[src/rtl/stage_fifo.sv]
// Elastic valid/ready stage buffer: DEPTH-entry FIFO with synchronous flush
// and optional combinational ready passthrough for full-rate DEPTH=1 stages.
module stage_fifo #(
  parameter int WIDTH      = 32,
  parameter int DEPTH      = 2,
  parameter bit READY_PASS = 1'b0,
  parameter int CW         = $clog2(DEPTH + 1)
) (
  input  logic             clk,
  input  logic             rst,
  input  logic             flush,
  input  logic             s_valid,
  output logic             s_ready,
  input  logic [WIDTH-1:0] s_data,
  output logic             m_valid,
  input  logic             m_ready,
  output logic [WIDTH-1:0] m_data,
  output logic [CW-1:0]    count
);

  localparam int PW = (DEPTH > 1) ? $clog2(DEPTH) : 1;
  localparam logic [PW-1:0] LAST_IDX = PW'(DEPTH - 1);
  localparam logic [CW-1:0] FULL_CNT = CW'(DEPTH);

  logic [WIDTH-1:0] r_mem [DEPTH];
  logic [PW-1:0]    r_rp;
  logic [PW-1:0]    r_wp;
  logic [CW-1:0]    r_count;

  logic             w_full;
  logic             w_push;
  logic             w_pop;
  logic [PW-1:0]    w_rp_nxt;
  logic [PW-1:0]    w_wp_nxt;

  assign w_full  = (r_count == FULL_CNT);
  assign m_valid = (r_count != '0);
  assign m_data  = r_mem[r_rp];
  assign count   = r_count;

  // Passthrough lets a full buffer accept a word in the same cycle its head leaves.
  assign s_ready = rst & (~w_full | (READY_PASS & m_ready));

  assign w_push = s_valid & s_ready;
  assign w_pop  = m_valid & m_ready;

  // Explicit wrap so non-power-of-two depths never index past the last entry.
  assign w_rp_nxt = (r_rp == LAST_IDX) ? '0 : r_rp + 1'b1;
  assign w_wp_nxt = (r_wp == LAST_IDX) ? '0 : r_wp + 1'b1;

  always_ff @(posedge clk) begin
    if (!rst) begin
      r_rp    <= '0;
      r_wp    <= '0;
      r_count <= '0;
      for (int i = 0; i < DEPTH; i++) begin
        r_mem[i] <= '0;
      end
    end else if (flush) begin
      r_rp    <= '0;
      r_wp    <= '0;
      r_count <= '0;
    end else begin
      if (w_push) begin
        r_mem[r_wp] <= s_data;
        r_wp        <= w_wp_nxt;
      end
      if (w_pop) begin
        r_rp <= w_rp_nxt;
      end
      case ({w_push, w_pop})
        2'b10:   r_count <= r_count + 1'b1;
        2'b01:   r_count <= r_count - 1'b1;
        default: r_count <= r_count;
      endcase
    end
  end

endmodule

[config.mk]
export PLATFORM = sky130hd
export DESIGN_NAME = stage_fifo
export DESIGN_NICKNAME = d
export VERILOG_FILES = /design/src/rtl/stage_fifo.sv
export SDC_FILE = /design/constraint.sdc
export NUM_CORES = 1
export LEC_CHECK = 0
export ABC_AREA = 0
export BUFFER_PORTS_ARGS = -buffer_cell sky130_fd_sc_hd__buf_2
export CORE_UTILIZATION = 39
export DETAILED_ROUTE_END_ITERATION = 10
export PLACE_DENSITY = 0.63
export SYNTH_ARGS = -nofsm -noshare
export SYNTH_HDL_FRONTEND = slang
export SYNTH_SLANG_ARGS = --single-unit
export TNS_END_PERCENT = 30
[constraint.sdc]
create_clock -name clk -period 2.6 [get_ports clk]
set_input_delay 0.39 -clock clk [delete_from_list [all_inputs] [get_ports clk]]
set_output_delay 0.39 -clock clk [all_outputs]
set_load 0.03 [all_outputs]
---- Yosys cells after proc, flatten, opt, wreduce, memory -nomap -nowiden ----
Memory sizes are Yosys's and may differ from the RTL's. A register that Yosys moved wholly into a read port is not among the register bits.
Index checks and enable logic that the tools add are counted.
cells by class
  equality and inequality tests ........... 3
  mux-type cells .......................... 13
  bitwise operators ....................... 5
  reduce and logical (&&, ||, !) cells .... 4
  $add $sub $neg .......................... 4
operators by type and width
  cell                                                                 count
  32-bit two-way mux                                                   1
  32-bit OR reduction                                                  1
  1-bit two-way mux                                                    11
  2-bit == test (second input constant)                                2
  2-bit one-hot mux with 2 select lines                                1
  2-bit nonzero test                                                   2
  1-bit bitwise AND                                                    3
  1-bit adder (second input constant)                                  2
  2-bit by 1-bit adder with 2-bit output (second input constant)       1
  2-bit by 1-bit == test with 1-bit output (second input constant)     1
  1-bit inverter                                                       2
  2-bit OR reduction                                                   1
  2-bit by 1-bit subtractor with 2-bit output (second input constant)  1
word-level totals
  memory bits (writable) .................. 64
  register bits after elaboration ......... 4
  bits of input ports ..................... 37
  word-level logic and storage cells ...... 33
  output and inout port bits .............. 36
  memories ................................ 1
memories
  name   depth  bits a word  rd ports  clocked after memory_dff  wr ports  RTL line  source
  r_mem  2      32           1         1                         2         25        logic [WIDTH-1:0] r_mem [DEPTH];

---- Depth between registers and ports, before layout ----
Gate-level depths: netlist (run 1).
  depth after elaboration ................. 10
  gate-level depth with buffers ........... 6
  gate-level depth less buffers ........... 6

---- Worst setup path after synthesis (run 1) ----
OpenSTA, ideal clock, no wires.
  path type ............................... reg2reg
  start point ............................. register r_count[0], in the netlist count[0]
  end point ............................... memory r_mem[1][0] (enable)
  stages on the path, launching flop included .. 4
  clock period less this slack ............ 2315 ps
  buffers on the path ..................... 0
  path slack .............................. 285 ps
  data arrival time ....................... 1921 ps
  setup time .............................. 394 ps
  cells stage by stage .................... dfxtp_1 -> nand2b_2 -> nor4b_4 -> nand2b_1
RTL lines
  what                      RTL line  source
  start: declaration        28        logic [CW-1:0] r_count;
  start signal: assignment  72        2'b10: r_count <= r_count + 1'b1;
  start signal: assignment  73        2'b01: r_count <= r_count - 1'b1;
  start signal: assignment  74        default: r_count <= r_count;
  end: declaration          25

==> impl_metrics.json, run 1 <==
{
  "min_period_over_period": 0.817,
  "grt-ovfl-total": 0,
  "clk_pin_slew_ns": 0.08,
  "synth-edff-count": 64,
  "drv_cap": 0,
  "ys.flop_type": "edfxtp_1",
  "cts-resized-gates": 0,
  "netlist_instances": 199,
  "n_fill_cell": 697,
  "netSwitchingPower_mw": 0.566,
  "port_buffers": 72,
  "dieArea_um2": 8110,
  "syn2layout_area_growth_pct": 23.6,
  "synth_top_area_share": 0.636,
  "first_iter_violations": 85,
  "fin_skew_ns": 0.00600,
  "synth_cell_types": 26,
  "row_count": 31,
  "avgSynthCellArea_um2": 15.2,
  "synth_area_leaders": "edfxtp_1 64%, and2_1 13%, mux2_2 11%",
  "crit_type": "reg -> out",
  "rsz0062_at_grt": "false",
  "grt_max_degree": 34,
  "vdd_drop_max_v": 0.000357,
  "hold_class": "in -> reg",
  "ys_seq_elements": 69,
  "wl_per_cell_um": 14.1,
  "grt_pass1_vias": 1811,
  "grt_usage": 0.144,
  "setup_viol": 0,
  "synth_area_leader_cell": "edfxtp_1",
  "dr.pass1.iters": 4,
  "drc_errors": 0,
  "r2r_slack_ns": 0.84,
  "ioPinCount": 73,
  "post_cts_buffers": 0,
  "cts.sink_count": 69,
  "num_vias": 1755,
  "max_freq_ghz": 0.471,
  "via_per_inst": 4.59,
  "finalPower_mw": 2.46,
  "async_reset_ff_frac": 0,
  "hold_buffers": 0,
  "period_minus_slack_ns": 2.12,
  "clockBufferDepth": 2,
  "detail-route-antenna-nets": 0,
  "pwr-share-clk": 0.383,
  "hold_viol_final": 0,
  "worst_skew_pair.late_latency_ns": 0.34,
  "ys_seq_area_frac": 0.669,
  "p_leak_nw": 1.57,
  "drt_wl_total_um": 5400,
  "seqCellArea_um2": 2020,
  "synthesis.area_um2": 3020,
  "setup.worst_path.end_class": "output port",
  "die_w_um": 90.0,
  "start_util": 0.410,
  "grt_antenna_before_repair": 0,
  "setup_tns_ns": 0,
  "combPwrFrac": 0.098,
  "clock-root-buffer": "clkbuf_8",
  "internal_power_mw": 1.90,
  "max_slew.worst_pin.slew_ns": 0.445,
  "syn_nets": 237,
  "report.final.slew_viol_count": 0,
  "swShare": 0.230,
  "outcome": "complete, no violations",
  "max-slew-margin-rel": 0.703,
  "cts_made_buffers": 9,
  "drive_above_1_share": 0.470,
  "cts_tree": "built",
  "multiInputGateArea_um2": 952,
  "yosysWarnings": 0,
  "fp.dieH_um": 90.0,
  "pwr-share-seq": 0.520,
  "nets": 316,
  "hpwlAfterDp_um": 3330,
  "crit_fanout": 16,
  "cp_data_required_time_ns": 2.21,
  "start_kind": "register",
  "n_antenna_cell": 0,
  "cp.arrival_ns": 1.73,
  "power_density_nw_per_um2": 659,
  "htreeDepth": 3,
  "coreArea_um2": 7370,
  "grt_pass1_wl_um": 8780,
  "gp_congestion": 0.678
}
## worst max-delay path: stages (launching register included)
cell and delay, ns:
dfxtp_2 0.59, buf_4 0.27, mux2_2 0.36, buf_2 0.18
## state kept, by name, summed over array words and instances, names as in the netlist, named ones only
register and flops:
r_rp 1, r_wp 1, r_mem 64, count 2
## cells in the mapped netlist (all sizes together), types with 2 or more instances
master  count
nor4b       2
clkbuf      7
or2b        2
nand2b      2
nor2        4
xnor2       2
dfxtp       5
and2       65
buf         3
mux2       32
edfxtp     64
## routing by layer
layer  part of all wire  up-vias  wire length [um]  GRT usage
met4              0.023        0               124     0.0726
li1                   -      858                 -          -
met3              0.052       12               280     0.0415
met5                  0        -                 0          0
met1               0.46      834              2480      0.174
met2               0.47       51              2510      0.234
## metrics by stage
step / util / std cells / setup slack [ns] / cell area, um^2 / hold slack, ns
floorplan: - / 199 / 0.285 / 3020 / 0.481
global placement: 0.478 / 366 / 0.785 / 3520 / 0.497
detailed placement: 0.478 / 366 / 0.743 / 3520 / 0.512
CTS: 0.507 / 382 / 0.432 / 3740 / 0.316
global route: 0.507 / 382 / 0.357 / 3740 / 0.318
finish: 0.507 / 382 / 0.477 / 3740 / 0.330
## cells in the final DEF, fill, tap and decap left out, types with 3 or more instances in the layout
cell type  Yosys  final
edfxtp_1      64     64
mux2_2        30     30
buf_2          3     72
clkbuf_8       0      9
and2_2         3      3
nor2_1         4      4
dfxtp_1        5      4
and2_1        62     62
buf_4          0      5
## worst paths after layout
check / from / end / cells after the start
worst min-delay path: s_data[13] / r_mem[0][13] / 2
worst max register to register: count[0] / r_mem[1][27] / 4
worst max-delay path: register / m_data[31] / 3
worst min register to register: r_rp / r_rp / 2
## logic make-up after synthesis
group                    after synthesis  synth area share
AND/OR/NAND/NOR                       79             0.173
AO/OA/AOI/OAI                          4           0.00828
multiplexers                          32             0.119
XOR/XNOR                               3           0.00869
buffers and inverters                 11            0.0174
flip-flops                            69             0.669
adder cells (fa/ha/maj)                1           0.00414
## final cells by class
class	count	share of cell area
Multi-Input combinational cell	119	0.255
Clock buffer	10	0.0342
Timing Repair Buffer	78	0.112
Clock inverter	6	0.0234
Inverter	1	0.00100
Tap cell	99	0.0332
Sequential cell	69	0.542
## power by group through the flow
stage               clock [mW]  combinational, mW  sequential [mW]
finish                   0.942              0.240             1.28
global route              1.02              0.261             1.28
CTS                      0.966              0.246             1.28
detailed placement           0              0.245             1.31
global placement             0              0.244             1.30
floorplan                    0              0.156             1.30
Note: power is estimated with default switching activity, not from simulation.
==> run 2, diff against run 1 <==
ABC_AREA = 1   (was 0)
clock period = 2.2 ns   (was 2.6 ns; I/O delays follow)
==> run 2 against run 1 <==
- hold slack worse by 0.13 ns
- flip-flop and latch count stayed put
- largest cell class unchanged
- global-route usage is 0.61 points higher
- final area is 2.5% higher
- critical path depth stayed put
- combinational power is 38% higher
==> impl_metrics.json, run 2 <==
{
  "max-slew-margin-rel": 0.700,
  "grt_max_degree": 34,
  "setup_tns_ns": 0,
  "drt_wl_total_um": 5960,
  "htreeDepth": 3,
  "grt_usage": 0.150,
  "detail-route-antenna-nets": 0,
  "synth_area_leaders": "edfxtp_1 61%, mux2_2 11%, nor3_1 5.0%",
  "netlist_instances": 251,
  "post_cts_buffers": 0,
  "largest_reg_flops": 64,
  "crit_fanout": 19,
  "setup_viol": 0,
  "clock-root-buffer": "clkbuf_8",
  "final_common_cell": "buf_2",
  "synth-edff-count": 64,
  "hpwlAfterDp_um": 3690,
  "cp_data_required_time_ns": 1.87,
  "hold_buffers": 0,
  "outcome": "complete, no violations",
  "num_vias": 2045,
  "period_minus_slack_ns": 1.85,
  "hold_viol_final": 0,
  "avgSynthCellArea_um2": 12.5,
  "cts-resized-gates": 0,
  "synthMostInstantiatedCell": "edfxtp_1",
  "synth_top_area_share": 0.613,
  "syn2layout_area_growth_pct": 22.2,
  "fp.dieH_um": 91.6,
  "vdd_drop_max_v": 0.000293,
  "wl_per_cell_um": 13.7,
  "setup.worst_path.end_class": "output port",
  "grt_antenna_before_repair": 0,
  "regMostFlops": "r_mem",
  "ys_seq_elements": 69,
  "cts_tree": "built",
  "fin_skew_ns": 0.00538,
  "grt-ovfl-total": 0,
  "clockBufferDepth": 2,
  "row_count": 32,
  "first_iter_violations": 108,
  "report.final.slew_viol_count": 0,
  "yosysWarnings": 0,
  "gp_congestion": 0.695,
  "dr.pass1.iters": 4,
  "rsz0062_at_grt": "false",
  "synthesis.area_um2": 3130,
  "cts_made_buffers": 9,
  "start_util": 0.404,
  "grt_pass1_wl_um": 9380,
  "n_antenna_cell": 0,
  "dieArea_um2": 8400,
  "fin_util": 0.493,
  "cts.sink_count": 69,
  "ys.flop_type": "edfxtp_1",
  "die_w_um": 91.6,
  "drc_errors": 0,
  "whs_ns": 0.198,
  "power_density_nw_per_um2": 764,
  "synth.top_cells.by_count": "64 x edfxtp_1, 39 x inv_1, 32 x nor2_1",
  "hold_class": "in -> reg",
  "layout_common_cells": "72 x buf_2, 64 x edfxtp_1, 39 x inv_1, 32 x nor2_1, 31 x nor3_1",
  "min_period_over_period": 0.839,
  "synth_cell_types": 25,
  "ys_seq_area_frac": 0.645,
  "nets": 366,
  "port_buffers": 72,
  "placed_area_um2": 3620,
  "crit_type": "reg -> out",
  "drive_above_1_share": 0.429,
  "coreArea_um2": 7770,
  "clk_pin_slew_ns": 0.07,
  "worst_skew_pair.late_latency_ns": 0.34,
  "start_kind": "register",
  "max_freq_ghz": 0.542,
  "synth_area_leader_cell": "edfxtp_1",
  "syn_nets": 289,
  "async_reset_ff_frac": 0,
  "ioPinCount": 73,
  "p_leak_nw": 1.65,
  "drv_cap": 0,
  "cp.arrival_ns": 1.52,
  "finalInstanceArea_um2": 3830,
  "grt_pass1_vias": 2038,
  "max_slew.worst_pin.slew_ns": 0.449,
  "via_per_inst": 4.70
}
run 2: cells by family (layout without fill, tap and decap cells):
| kind of cell | after synthesis | count (layout) | share of synthesized area |
|---|---|---|---|
| AND/OR/NAND/NOR | 90 | 90 | 0.146 |
| flip-flops | 69 | 69 | 0.645 |
| buffers and inverters | 55 | 137 | 0.0790 |
| multiplexers | 32 | 32 | 0.115 |
| AO/OA/AOI/OAI | 3 | 3 | 0.00838 |
| adder cells (fa/ha/maj) | 1 | 1 | 0.00399 |
| XOR/XNOR | 1 | 1 | 0.00279 |
run 2: area by class of cell:
class	instances	area, um^2
fillers	732	3940
clock buffers	11	131
well taps	102	128
clock inverters	5	75.1
flip-flops and latches	69	2020
inverters	42	158
multi-input cells	127	878
repair buffers	79	438
run 2: worst paths after layout:
| kind | from | endpoint | slack [ns] | depth (start not counted) |
|---|---|---|---|---|
| setup / recovery | register | m_data[10] | 0.35 | 3 |
| hold / removal | flush | count[0] | 0.20 | 2 |
| setup reg to reg | count[0] | count[1] | 0.62 | 9 |
| hold reg to reg | r_rp | r_rp | 0.50 | 2 |
run 2: where the power goes:
part,internal [mW],switching [mW],total (mW)
Combinational,0.112,0.221,0.332
Sequential,1.49,0.0147,1.51
Clock,0.633,0.453,1.09
run 2: stage by stage:
step	std cells	power (mW)	setup WS (ns)
2_1_floorplan	251	1.76	0.132
3_3_place_gp	419	1.87	0.585
3_5_place_dp	419	1.88	0.546
4_1_cts	435	2.95	0.347
5_1_grt	435	3.03	0.304
6_report	435	2.93	0.353
run 2: critical path, stage by stage, from the launching register on:
cell and delay, ns:
dfxtp_2 0.32, buf_4 0.28, mux2_2 0.39, buf_2 0.18
run 2: metal layers:
metal	vias up	track usage	routed length, um	share of wire
met4	0	0.0794	137	0.023
met2	53	0.261	3030	0.51
li1	1007	-	-	-
met3	10	0.0290	253	0.042
met1	975	0.175	2540	0.43
met5	-	0	0	0
